==> src/rtl/field_commit.sv <==
// field_commit: owns the playfield, merges a 4x4 piece one cell per cycle,
// then removes full rows bottom-up with gravity.
module field_commit #(
   parameter int COLS = 20,
   parameter int ROWS = 20
) (
   input  logic                   clk,
   input  logic                   rst_n,
   input  logic                   start,
   input  logic                   clear_field,
   input  logic [15:0]            block,
   input  logic [4:0]             block_pos_x,
   input  logic [4:0]             block_pos_y,
   output logic [ROWS*COLS-1:0]   field,
   output logic                   busy,
   output logic                   done,
   output logic [2:0]             lines_cleared,
   output logic                   overflow
);

   localparam int N  = ROWS * COLS;
   localparam int IW = $clog2(N);

   typedef enum logic [2:0] {
      S_IDLE,
      S_MERGE,
      S_SCAN,
      S_SHIFT,
      S_DONE
   } state_t;

   state_t         state_q, state_d;
   logic [N-1:0]   field_q, field_d;
   logic [15:0]    blk_q, blk_d;
   logic [4:0]     px_q, px_d;
   logic [4:0]     py_q, py_d;
   logic [3:0]     cell_q, cell_d;
   logic [4:0]     row_q, row_d;
   logic [2:0]     lines_q, lines_d;
   logic           ovf_q, ovf_d;
   logic           done_q, done_d;
   logic           busy_q, busy_d;

   logic [5:0]     mx, my;
   logic [IW-1:0]  midx;
   logic           in_range;
   logic [ROWS-1:0] full;
   logic [N-1:0]   shifted;
   logic           cur_full, next_full;

   always_comb begin
      for (int r = 0; r < ROWS; r++) begin
         full[r] = &field_q[r*COLS +: COLS];
      end
   end

   assign cur_full  = full[row_q];
   // After a shift, the row under test holds what was directly above it.
   assign next_full = (row_q != 5'd0) && full[row_q - 5'd1];

   always_comb begin
      shifted = field_q;
      shifted[0 +: COLS] = '0;
      for (int r = 1; r < ROWS; r++) begin
         if (r <= int'(row_q)) begin
            shifted[r*COLS +: COLS] = field_q[(r-1)*COLS +: COLS];
         end
      end
   end

   assign mx       = {1'b0, px_q} + {4'b0, cell_q[1:0]};
   assign my       = {1'b0, py_q} + {4'b0, cell_q[3:2]};
   assign in_range = (mx < 6'(COLS)) && (my < 6'(ROWS));
   assign midx     = IW'(my) * IW'(COLS) + IW'(mx);

   always_comb begin
      state_d = state_q;
      field_d = field_q;
      blk_d   = blk_q;
      px_d    = px_q;
      py_d    = py_q;
      cell_d  = cell_q;
      row_d   = row_q;
      lines_d = lines_q;
      ovf_d   = ovf_q;
      unique case (state_q)
         S_IDLE: begin
            if (start) begin
               blk_d   = block;
               px_d    = block_pos_x;
               py_d    = block_pos_y;
               lines_d = 3'd0;
               ovf_d   = 1'b0;
               cell_d  = 4'd0;
               state_d = S_MERGE;
            end else if (clear_field) begin
               field_d = '0;
            end
         end
         S_MERGE: begin
            if (blk_q[cell_q]) begin
               if (in_range) begin
                  field_d[midx] = 1'b1;
               end else begin
                  ovf_d = 1'b1;
               end
            end
            if (cell_q == 4'd15) begin
               row_d   = 5'(ROWS - 1);
               state_d = S_SCAN;
            end else begin
               cell_d = cell_q + 4'd1;
            end
         end
         S_SCAN: begin
            if (cur_full) begin
               state_d = S_SHIFT;
            end else if (row_q == 5'd0) begin
               state_d = S_DONE;
            end else begin
               row_d = row_q - 5'd1;
            end
         end
         S_SHIFT: begin
            field_d = shifted;
            if (lines_q != 3'd7) begin
               lines_d = lines_q + 3'd1;
            end
            // The shifted-in row is judged here, saving a rescan cycle.
            if (next_full) begin
               state_d = S_SHIFT;
            end else if (row_q == 5'd0) begin
               state_d = S_DONE;
            end else begin
               row_d   = row_q - 5'd1;
               state_d = S_SCAN;
            end
         end
         S_DONE: begin
            state_d = S_IDLE;
         end
         default: begin
            state_d = S_IDLE;
         end
      endcase
      done_d = (state_d == S_DONE);
      busy_d = (state_d != S_IDLE);
   end

   always_ff @(posedge clk or negedge rst_n) begin
      if (!rst_n) begin
         state_q <= S_IDLE;
         field_q <= '0;
         blk_q   <= '0;
         px_q    <= '0;
         py_q    <= '0;
         cell_q  <= '0;
         row_q   <= '0;
         lines_q <= '0;
         ovf_q   <= 1'b0;
         done_q  <= 1'b0;
         busy_q  <= 1'b0;
      end else begin
         state_q <= state_d;
         field_q <= field_d;
         blk_q   <= blk_d;
         px_q    <= px_d;
         py_q    <= py_d;
         cell_q  <= cell_d;
         row_q   <= row_d;
         lines_q <= lines_d;
         ovf_q   <= ovf_d;
         done_q  <= done_d;
         busy_q  <= busy_d;
      end
   end

   assign field         = field_q;
   assign busy          = busy_q;
   assign done          = done_q;
   assign lines_cleared = lines_q;
   assign overflow      = ovf_q;

endmodule

==> config.mk <==
export PLATFORM = sky130hd
export DESIGN_NAME = field_commit
export DESIGN_NICKNAME = d
export VERILOG_FILES = /design/src/rtl/field_commit.sv
export SDC_FILE = /design/constraint.sdc
export NUM_CORES = 1
export LEC_CHECK = 0
export BUFFER_PORTS_ARGS = -buffer_cell sky130_fd_sc_hd__buf_2
export CELL_PAD_IN_SITES_DETAIL_PLACEMENT = 1
export CELL_PAD_IN_SITES_GLOBAL_PLACEMENT = 1
export CORE_ASPECT_RATIO = 1.2
export CORE_MARGIN = 5
export CORE_UTILIZATION = 29
export CTS_CLUSTER_SIZE = 24
export DETAILED_ROUTE_END_ITERATION = 7
export GPL_ROUTABILITY_DRIVEN = 1
export PLACE_DENSITY = 0.58
export SLEW_MARGIN = 20
export SYNTH_ARGS = -nofsm -noshare
export SYNTH_HDL_FRONTEND = slang
export SYNTH_SLANG_ARGS = --single-unit
==> constraint.sdc <==
create_clock -name clk -period 12.9 [get_ports clk]
set_input_delay 2.58 -clock clk [delete_from_list [all_inputs] [get_ports clk]]
set_output_delay 2.58 -clock clk [all_outputs]
set_load 0.01 [all_outputs]
**After elaboration in Yosys (flattened, before gate mapping)**

Cells that the tools add are included.

- Register bits after elaboration: 444
- Input port bits: 30
- Output and inout port bits: 406
- Logic and storage cells: 210

- $add $sub $neg: 6
- Multiply operators: 1
- Order comparisons: 26
- Eq/ne operators: 36
- Muxes and demuxes: 54
- Bitwise logic cells: 1
- Reductions and logical operators: 56

Operators by type and width:

| cell | count |
|---|---|
| 400-bit two-way mux | 4 |
| 400-bit case mux with 3 select lines | 1 |
| 400-bit OR | 1 |
| 20-bit AND reduction | 20 |
| 20-bit two-way mux | 19 |
| 6-bit AND reduction | 19 |
| 2-bit inequality test, second input constant | 30 |
| 4-bit by 5-bit less-or-equal comparator with 1-bit output, first input constant | 8 |
| 3-bit two-way mux | 8 |
| 3-bit by 5-bit less-or-equal comparator with 1-bit output, first input constant | 4 |
| 5-bit less-or-equal comparator, first input constant | 4 |
| 5-bit two-way mux | 4 |
| 5-bit case mux with 3 select lines | 1 |
| 5-bit by 2-bit adder with 6-bit output | 2 |
| 5-bit by 6-bit less-than comparator with 1-bit output, second input constant | 2 |
| 6-bit by 5-bit less-than comparator with 1-bit output, second input constant | 2 |
| 3-bit case mux with 4 select lines | 1 |
| 1-bit binary-select mux with 5-bit select | 2 |
| 2-bit by 5-bit less-or-equal comparator with 1-bit output, first input constant | 2 |
| 9-bit by 10-bit less-than comparator with 1-bit output, second input constant | 1 |
| 9-bit by 6-bit adder with 9-bit output | 1 |
| 1-bit demux with 9-bit select | 1 |
| 9-bit by 1-bit greater-or-equal comparator with 1-bit output, second input constant | 1 |
| 3-bit nonzero test | 3 |
| 26 further kinds | 39 |

**Longest topological paths before layout**

Gate-level depths: netlist of run 1.

- Depth in word-level cells: 11
- Gate-level depth with buffers: 18
- Depth with buffers taken out: 14

**Least setup slack after synthesis of run 1**

Ideal clock, no wire load.

- Kind: input to register
- From: in start
- To: reg field_q[89], in the netlist field[89]
- Library setup time: 0.126 ns
- Data arrival time: 4.005 ns
- Required time: 12.774 ns
- Slack: 8.769 ns
- Cell stages on the path: 7
- Buffers on the path: 1
- Cell sequence: nand3b_1 o21a_1 nor4_2 nand2_1 clkbuf_1 o221ai_1 nor2_1

- Longest elaborated chain between the ends: 2

RTL lines:

| element | RTL line | RTL |
|---|---|---|
| from (decl) | 9 | `input logic start,` |
| 2-bit inequality test (no line) | - |  |
| 6-bit AND reduction (no line) | - |  |
| to (signal assigned) | 165 | `field_q <= field_d;` |
| to (decl) | 33 | `logic [N-1:0] field_q, field_d;` |

Every way passes these cells.
A chain may end at the register's enable or synchronous reset.

**Worst setup path after layout of run 1**

- From: reg cell_q[2]
- To: reg field_q[131], in the netlist field[131]

- Longest elaborated chain between the ends: 11
- Elaborated cells between the ends (all ways): 19
- Classes of those cells: add/sub (2); mul (1); order compare (3); eq/ne (2); mux (7); bitwise (1); reduce/logical (3)

RTL lines:

| element | RTL line | RTL |
|---|---|---|
| from (decl) | 37 | `logic [3:0] cell_q, cell_d;` |
| from (signal assigned) | 169 | `cell_q <= cell_d;` |
| 5-bit by 2-bit adder with 6-bit output | 72 | `assign my = {1'b0, py_q} + {4'b0, cell_q[3:2]};` |
| 6-bit by 3-bit multiplier with 7-bit output | 74 | `assign midx = IW'(my) * IW'(COLS) + IW'(mx);` |
| 9-bit by 6-bit adder with 9-bit output | 74 |  |
| 9-bit by 10-bit less-than comparator with 1-bit output (implied by the code) or 9-bit by 1-bit greater-or-equal comparator with 1-bit output (tied branches) | 103 | `field_d[midx] = 1'b1;` |
| 1-bit logical AND (implied by the code) | 103 |  |
| 1-bit two-way mux (implied by the code) | 103 |  |
| 1-bit demux with 9-bit select | 103 |  |
| 400-bit OR (no line) | - |  |
| 400-bit two-way mux | 102 | `if (in_range) begin` |
| 400-bit two-way mux | 101 | `if (blk_q[cell_q]) begin` |
| 400-bit case mux with 3 select lines | 86 | `unique case (state_q)` |

Several ways; a longest one is shown, not always the timed one. The select of a mux whose other input is x is not followed.

==> results.md, run 1 <==
Outcome:
- The run finished with clean final reports.

CTS:
- Once the clock tree was built, the resizer swapped 0 gates to a different size.
- In this run the clock root is driven by a sky130_fd_sc_hd__clkbuf_16.
- The worst-case clock buffer depth is 3.
- Counting the buffers created by CTS gives 52.
- The buffer count from post-CTS setup fixing is 0.
- The number of H-tree levels is 2.
- The CTS tree is built.
- The number of hold buffers added after CTS was 0.
- At the later pin of the worst-skew pair, clock insertion delay measures 0.64 ns.
- After clock tree synthesis, the clock-pin slew on the worst setup and hold paths is 0.06 ns.
- The number of sinks driven by the clock tree is 444.

STA:
- The max-slew headroom at the worst pin is 0.1829.
- The highest achievable clock rate is 188.1 MHz.
- The final hold violation count is 0.
- Setup repair after global routing left no endpoint under its margin.
- The final sum of negative setup slack is 0 ns.
- Clock skew on the completed layout was measured at 0.02745 ns.
- The count of final max-slew check failures is 0.
- The pin slew with the least headroom to its limit is 1.221 ns.
- Setup violations remaining at the end of the flow were counted as 0.
- In the finished design, the share of the clock period the worst path needs comes to 0.4122.
- For the finished layout, the period the worst path requires is 5.317 ns.

Worst setup path:
- For the worst setup path, the data arrival time is 5.81 ns.
- The endpoint required time on the critical path is 13.40 ns.
- The nature of the critical path startpoint is a flop.
- The worst-path maximum fanout is 58.
- The worst setup path is of the reg2reg kind.
- The capturing element type of the critical path is a flop.

Die:
- The floorplan step defined a die boundary enclosing 0.09020 mm².
- The height of the die is 328 µm.
- After floorplanning, the core was divided into 116 placement rows.
- The horizontal die dimension is 275 µm.
- The initial core utilization is 0.2928.
- After floorplanning, the core was sized to cover 0.08346 mm².
- The count of pins on the block boundary is 436.

Finish:
- The filler cell count is 9786.
- Registers take 0.01111 mm².
- Relative to the synthesized area, the layout overhead comes to 20.43%.
- The library cell used most frequently in the layout, excluding fill and tap cells, is sky130_fd_sc_hd__dfrtp_1.
- Of the cells placed in the final design, the portion with a size suffix greater than 1 is 0.2157.
- In the final layout, the multi-input gates occupy 0.01247 mm².
- Leaving out fill and tap cells, the most frequent cells in the layout are sky130_fd_sc_hd__dfrtp_1, sky130_fd_sc_hd__buf_2, sky130_fd_sc_hd__o21ai_0.
- At the end of the flow, the number of nets in the layout was 3097.

Logic synthesis:
- The fraction of registers with async set/reset is 1.000.
- Counting distinct cell types in the post-synthesis netlist gives 80.
- The flip-flop and latch count after synthesis is 444.
- During synthesis, Yosys emitted a total of 0 warnings.
- Synthesis produced a netlist with a net count of 2768.
- Among all flip-flop cells after synthesis, the most frequent one is sky130_fd_sc_hd__dfrtp_1.
- The fraction of the yosys area taken by sequential cells is 0.4546.
- The cell count after synthesis came out at 2711.
- After synthesis the cells add up to 0.02444 mm².
- The number of flops mapped to enable cells by yosys is 0.
- The synthesized area per cell is 9.015 µm².

Routing:
- In this run the remaining antenna-violating nets after routing total 0.
- The routed layout has 27220 vias.
- The count of routing violations after the opening detailed-route iteration is 3072.
- Using the TritonRoute via totals, the vias-per-cell ratio works out to 6.484.
- The first detailed-routing pass ran for 6 iterations.
- The routed wire length per instance is 36.02 µm.
- The total routed wirelength is 151200 µm.
- In the routed design, unresolved DRC markers number 0.

GRT:
- The via count of the first global-routing pass is 27100.
- The final global-route overflow total is 0.
- For this run, the total global-route usage over all layers was measured as 0.3208.
- The maximum number of pins on one net before global-route repair is 170.
- The number of antenna violations at the first check in global routing is 10.
- The first global-routing pass estimated 212300 µm of wire.

Placed design:
- After legalization and detailed placement, the total HPWL measured 109200 µm.
- The number of I/O port buffers is 435.
- The final weighted congestion in routability-driven placement is 0.9684.

Job:
- Max-cap violations in this run came to 0.

Min path:
- The path category of the worst min-delay check is reg2reg.
[synth_stat cells, types with 63 or more instances]
master                     number  area [µm²]
sky130_fd_sc_hd__nor2_1       287        1077
sky130_fd_sc_hd__nor3_1        66       330.3
sky130_fd_sc_hd__a22oi_1       95       713.2
sky130_fd_sc_hd__nand4_1      113       706.9
sky130_fd_sc_hd__a311oi_1      85       744.5
sky130_fd_sc_hd__a211oi_1     220        1652
sky130_fd_sc_hd__nand2_1      294        1104
sky130_fd_sc_hd__dfrtp_1      444       11110
sky130_fd_sc_hd__a21oi_1       63       315.3
sky130_fd_sc_hd__clkbuf_1     166       623.1
sky130_fd_sc_hd__a32oi_1       76       665.6
sky130_fd_sc_hd__o21ai_0      304        1521
[sequential cells by signal (all words and copies together) (netlist names)]
name	count
blk_q	16
busy	1
cell_q	4
done	1
field	400
lines_cleared	3
overflow	1
px_q	5
py_q	5
row_q	5
state_q	3
[path summary, 6_finish.rpt]
| check | from | end | slack (ns) | cells past startpoint |
|---|---|---|---|---|
| worst min register to register | blk_q[4] | blk_q[4] | 0.47 | 2 |
| max in group asynchronous | rst_n | state_q[1] | 8.40 | 3 |
| min in group asynchronous | rst_n | field[165] | 1.96 | 1 |
| worst max-delay path | cell_q[2] | field[131] | 7.58 | 14 |
| worst max register to register | cell_q[2] | field[131] | 7.58 | 14 |
| worst min-delay path | blk_q[4] | blk_q[4] | 0.47 | 2 |
[cell type report]
cell class / count / share of cell area
Tap cell: 1121 / 0.04766
Timing Repair Buffer: 508 / 0.09336
Sequential cell: 444 / 0.3776
Inverter: 16 / 0.002126
Antenna cell: 3 / 0.0002551
Clock buffer: 74 / 0.04978
Clock inverter: 14 / 0.005484
Multi-Input combinational cell: 2018 / 0.4237
[metal layers]
layer | GRT usage | wire (µm) | vias to the layer above | share of wire
li1 | - | - | 11090 | -
met1 | 0.4196 | 59960 | 14180 | 0.40
met2 | 0.4960 | 67380 | 1547 | 0.45
met3 | 0.06151 | 13140 | 395 | 0.087
met4 | 0.1826 | 10670 | 6 | 0.071
met5 | 0 | 43 | - | 0.00028
[worst max-delay path, stage by stage (launching register included)]
cell                       delay [ns]
sky130_fd_sc_hd__dfrtp_1         0.43
sky130_fd_sc_hd__ha_1            0.24
sky130_fd_sc_hd__fa_1            0.47
sky130_fd_sc_hd__nand3_1         0.12
sky130_fd_sc_hd__xor2_1          0.22
sky130_fd_sc_hd__inv_1           0.07
sky130_fd_sc_hd__ha_1            0.32
sky130_fd_sc_hd__fa_1            0.72
sky130_fd_sc_hd__o211ai_1        0.16
sky130_fd_sc_hd__a22oi_2         0.39
sky130_fd_sc_hd__nand4_4         0.40
sky130_fd_sc_hd__a21oi_4         0.27
sky130_fd_sc_hd__buf_4           0.61
sky130_fd_sc_hd__nand2_1         0.32
sky130_fd_sc_hd__o31ai_1         0.36
[metrics by stage]
| step | setup WS, ns | cells | instance area [µm²] | util | hold slack, ns |
|---|---|---|---|---|---|
| global placement | 7.589 | 4106 | 27740 | 0.3324 | 0.4575 |
| global route | 7.329 | 4195 | 29420 | 0.3526 | 0.5018 |
| detailed placement | 7.564 | 4106 | 27760 | 0.3326 | 0.4621 |
| finish | 7.583 | 4198 | 29430 | 0.3527 | 0.4736 |
| CTS | 7.653 | 4194 | 29380 | 0.3521 | 0.4774 |
| floorplan | 8.769 | 2711 | 24440 | - | 0.4403 |
[cells by family after synthesis]
family | after synthesis | share of synthesized area
AND/OR/NAND/NOR | 905 | 0.1733
AO/OA/AOI/OAI | 1056 | 0.2989
XOR/XNOR | 15 | 0.005376
adder cells (fa/ha/maj) | 27 | 0.01505
buffers and inverters | 249 | 0.04454
multiplexers | 15 | 0.008243
flip-flops | 444 | 0.4546
Power of run 1 is left out: the tool's default activity adds up to more than one toggle a clock period on the data nets, which glitch-free logic cannot reach.
==> run 2, diff against run 1 <==
Settings changed: PLACE_DENSITY 0.58 to 0.61.
Clock period 12.9 ns to 4.28 ns, I/O delays scaled along.
==> results.md, run 2 (same netlist as run 1, synthesis figures left out) <==
Routing:
- The first-pass iteration count of the detailed router is 6.
- The count of routing violations after the opening detailed-route iteration is 2900.
- For this run, design rule violations remaining after detail routing come to 0.
- The routed via count is 28050.
- The routed wire length per instance is 34.97 µm.
- The routed design has 154900 µm of wire.
- The average via count per standard cell is 6.331.
- The post-route antenna net violation count is 0.

Die:
- Pin placement for this block handled 436 I/O pins.
- For this configuration, the core starts out at a cell density of 0.2928.
- The floorplan step defined a die boundary enclosing 0.09020 mm².
- From left edge to right edge, the die measures 275 µm.
- The core box area is 0.08346 mm².
- The number of cell rows is 116.
- Measured along the y axis, the die boundary spans 328 µm.

STA:
- Setup violations remaining at the end of the flow were counted as 0.
- The final critical delay including setup and external delays is 4.161 ns.
- The final cycle utilization of the critical path is 0.9722.
- The highest achievable clock rate is 240.3 MHz.
- Setup repair after global routing could not meet its margin everywhere.
- The final hold violation count is 0.
- The worst pin sits at a relative slew slack of 0.2269.
- The count of final max-slew check failures came to 0.
- At the pin with the least slew margin, the transition time is 1.155 ns.
- The worst path meets setup with 0.1189 ns of slack.
- The clock skew is 0.02659 ns.

Worst setup path:
- The signal on the critical path passes through ha_2 -> fa_2 -> buf_6 -> xor2_4 -> ha_2 -> ha_4 -> fa_2 -> o211ai_1 -> a22oi_2 -> buf_4 -> a31oi_4 -> buf_12 -> o41ai_2 -> buf_4 -> a21oi_1 -> a21oi_1.
- The endpoint required time on the critical path is 4.83 ns.
- The largest individual stage delay along the critical path comes from the cell sky130_fd_sc_hd__fa_2.
- The worst-path maximum fanout is 12.
- In this design, the stage delay of the slowest critical-path cell is 0.63 ns.
- The data arrival time of the worst path is 4.71 ns.
- The critical path contains buffers and inverters numbering 4 combined.
- STA classifies the critical path startpoint as a flop.
- The class of the most critical setup path is reg2reg.
- STA classifies the critical path endpoint as a flop.
- The kind of cell with the highest combined delay on the critical path is adder cells.

GRT:
- In the global route stage, met1 resource usage came out at 0.4184.
- Across every metal layer, demand over resource in global routing totals 0.3300.
- The via count of the first global-routing pass is 28160.
- In the global route stage, met3 resource usage came out at 0.06399.
- The final global-route overflow total is 0.
- In this run the most used layer during global routing was met2.
- The global-route track usage on met2 is 0.5244.
- The maximum number of pins on one net before global-route repair is 110.
- The first global-routing pass estimated 218000 µm of wire.
- The number of antenna violations at the first check in global routing is 7.

Finish:
- In the layout the commonest cells are sky130_fd_sc_hd__dfrtp_1, sky130_fd_sc_hd__buf_2, sky130_fd_sc_hd__o21ai_0.
- The most common library cell in the layout ignoring fill and taps is sky130_fd_sc_hd__dfrtp_1.
- Once layout is complete, the cells apart from fillers number 4430.
- The final layout contains 3320 nets.
- The number of flip-flops under the largest register name is 400.
- The layout cell share with drive strength beyond 1 is 0.2811.
- The area added between synthesis and finish is 30.93%.
- The share of the core filled with cells is 0.3834.

CTS:
- Clock-pin slew was measured on the worst setup and hold paths at 0.07 ns.
- The worst-case clock buffer depth is 3.
- The number of H-tree levels is 2.
- Clock tree synthesis found a total of 444 sinks.
- The hold buffer count at CTS is 0.
- TritonCTS built the clock tree.
- The tree is rooted in a sky130_fd_sc_hd__clkbuf_16.
- At the later pin of the worst-skew pair, clock insertion delay measures 0.64 ns.
- The number of CTS-inserted buffers is 52.

Job:
- The max-cap violation count is 0.

Placed design:
- After detailed placement, the design holds a cell count of 4315.
- The estimated wirelength of the detail-placed design is 116800 µm.
- The count of buffers added on input and output ports is 435.
- At the end of routability-driven placement, the weighted congestion stood at 0.9742.
- OpenSTA, run right after detailed placement, puts the worst setup slack at -0.4684 ns.

Outcome:
- The flow ran to the end, and the final reports show no timing, DRC or antenna violations.

Min path:
- The path category of the worst min-delay check is in2async.
-- run 2: what timing repair did --
item,CTS,global route
buffers inserted,3,11
endpoints found under the setup margin,170,349
gates cloned,1,0
gates resized for setup,20,35
pin swaps,9,18
-- run 2: area by class of cell --
cell class                 instances  area (µm²)
sequential                       444       11120
antenna                            4       10.01
timing repair buffer             731        4877
fill                            9699       51460
inverter                          16       62.56
multi-input combinational       2018       12680
clock inverter                    25       347.8
clock buffer                      71        1504
tap                             1121        1403
-- run 2: stage by stage --
step	hold WS (ns)	cell area, µm²	setup TNS (ns)
2_1_floorplan	0.4403	24440	0
3_3_place_gp	0.4553	29660	-0.8511
3_5_place_dp	0.4594	29670	-8.163
4_1_cts	0.3640	31710	0
5_1_grt	0.3609	31990	-0.06262
6_report	0.2553	32000	0
-- run 2: path summary, 6_finish.rpt --
check	from	to	slack [ns]	depth (start not counted)
min in group clk	block[2]	blk_q[2]	0.42	3
worst max register to register	cell_q[2]	field[353]	0.12	16
worst min-delay path	rst_n	field[229]	0.26	1
max in group asynchronous	rst_n	field[48]	2.65	2
worst max-delay path	cell_q[2]	field[353]	0.12	16
worst min register to register	blk_q[10]	blk_q[10]	0.47	2
-- run 2: routing by layer --
metal  vias to the layer above  part of all wire
met5                         -           0.00017
met4                         4             0.073
met3                       398             0.082
met2                      1589              0.46
met1                     14490              0.39
li1                      11560                 -
Power of run 2 is left out for the same reason.
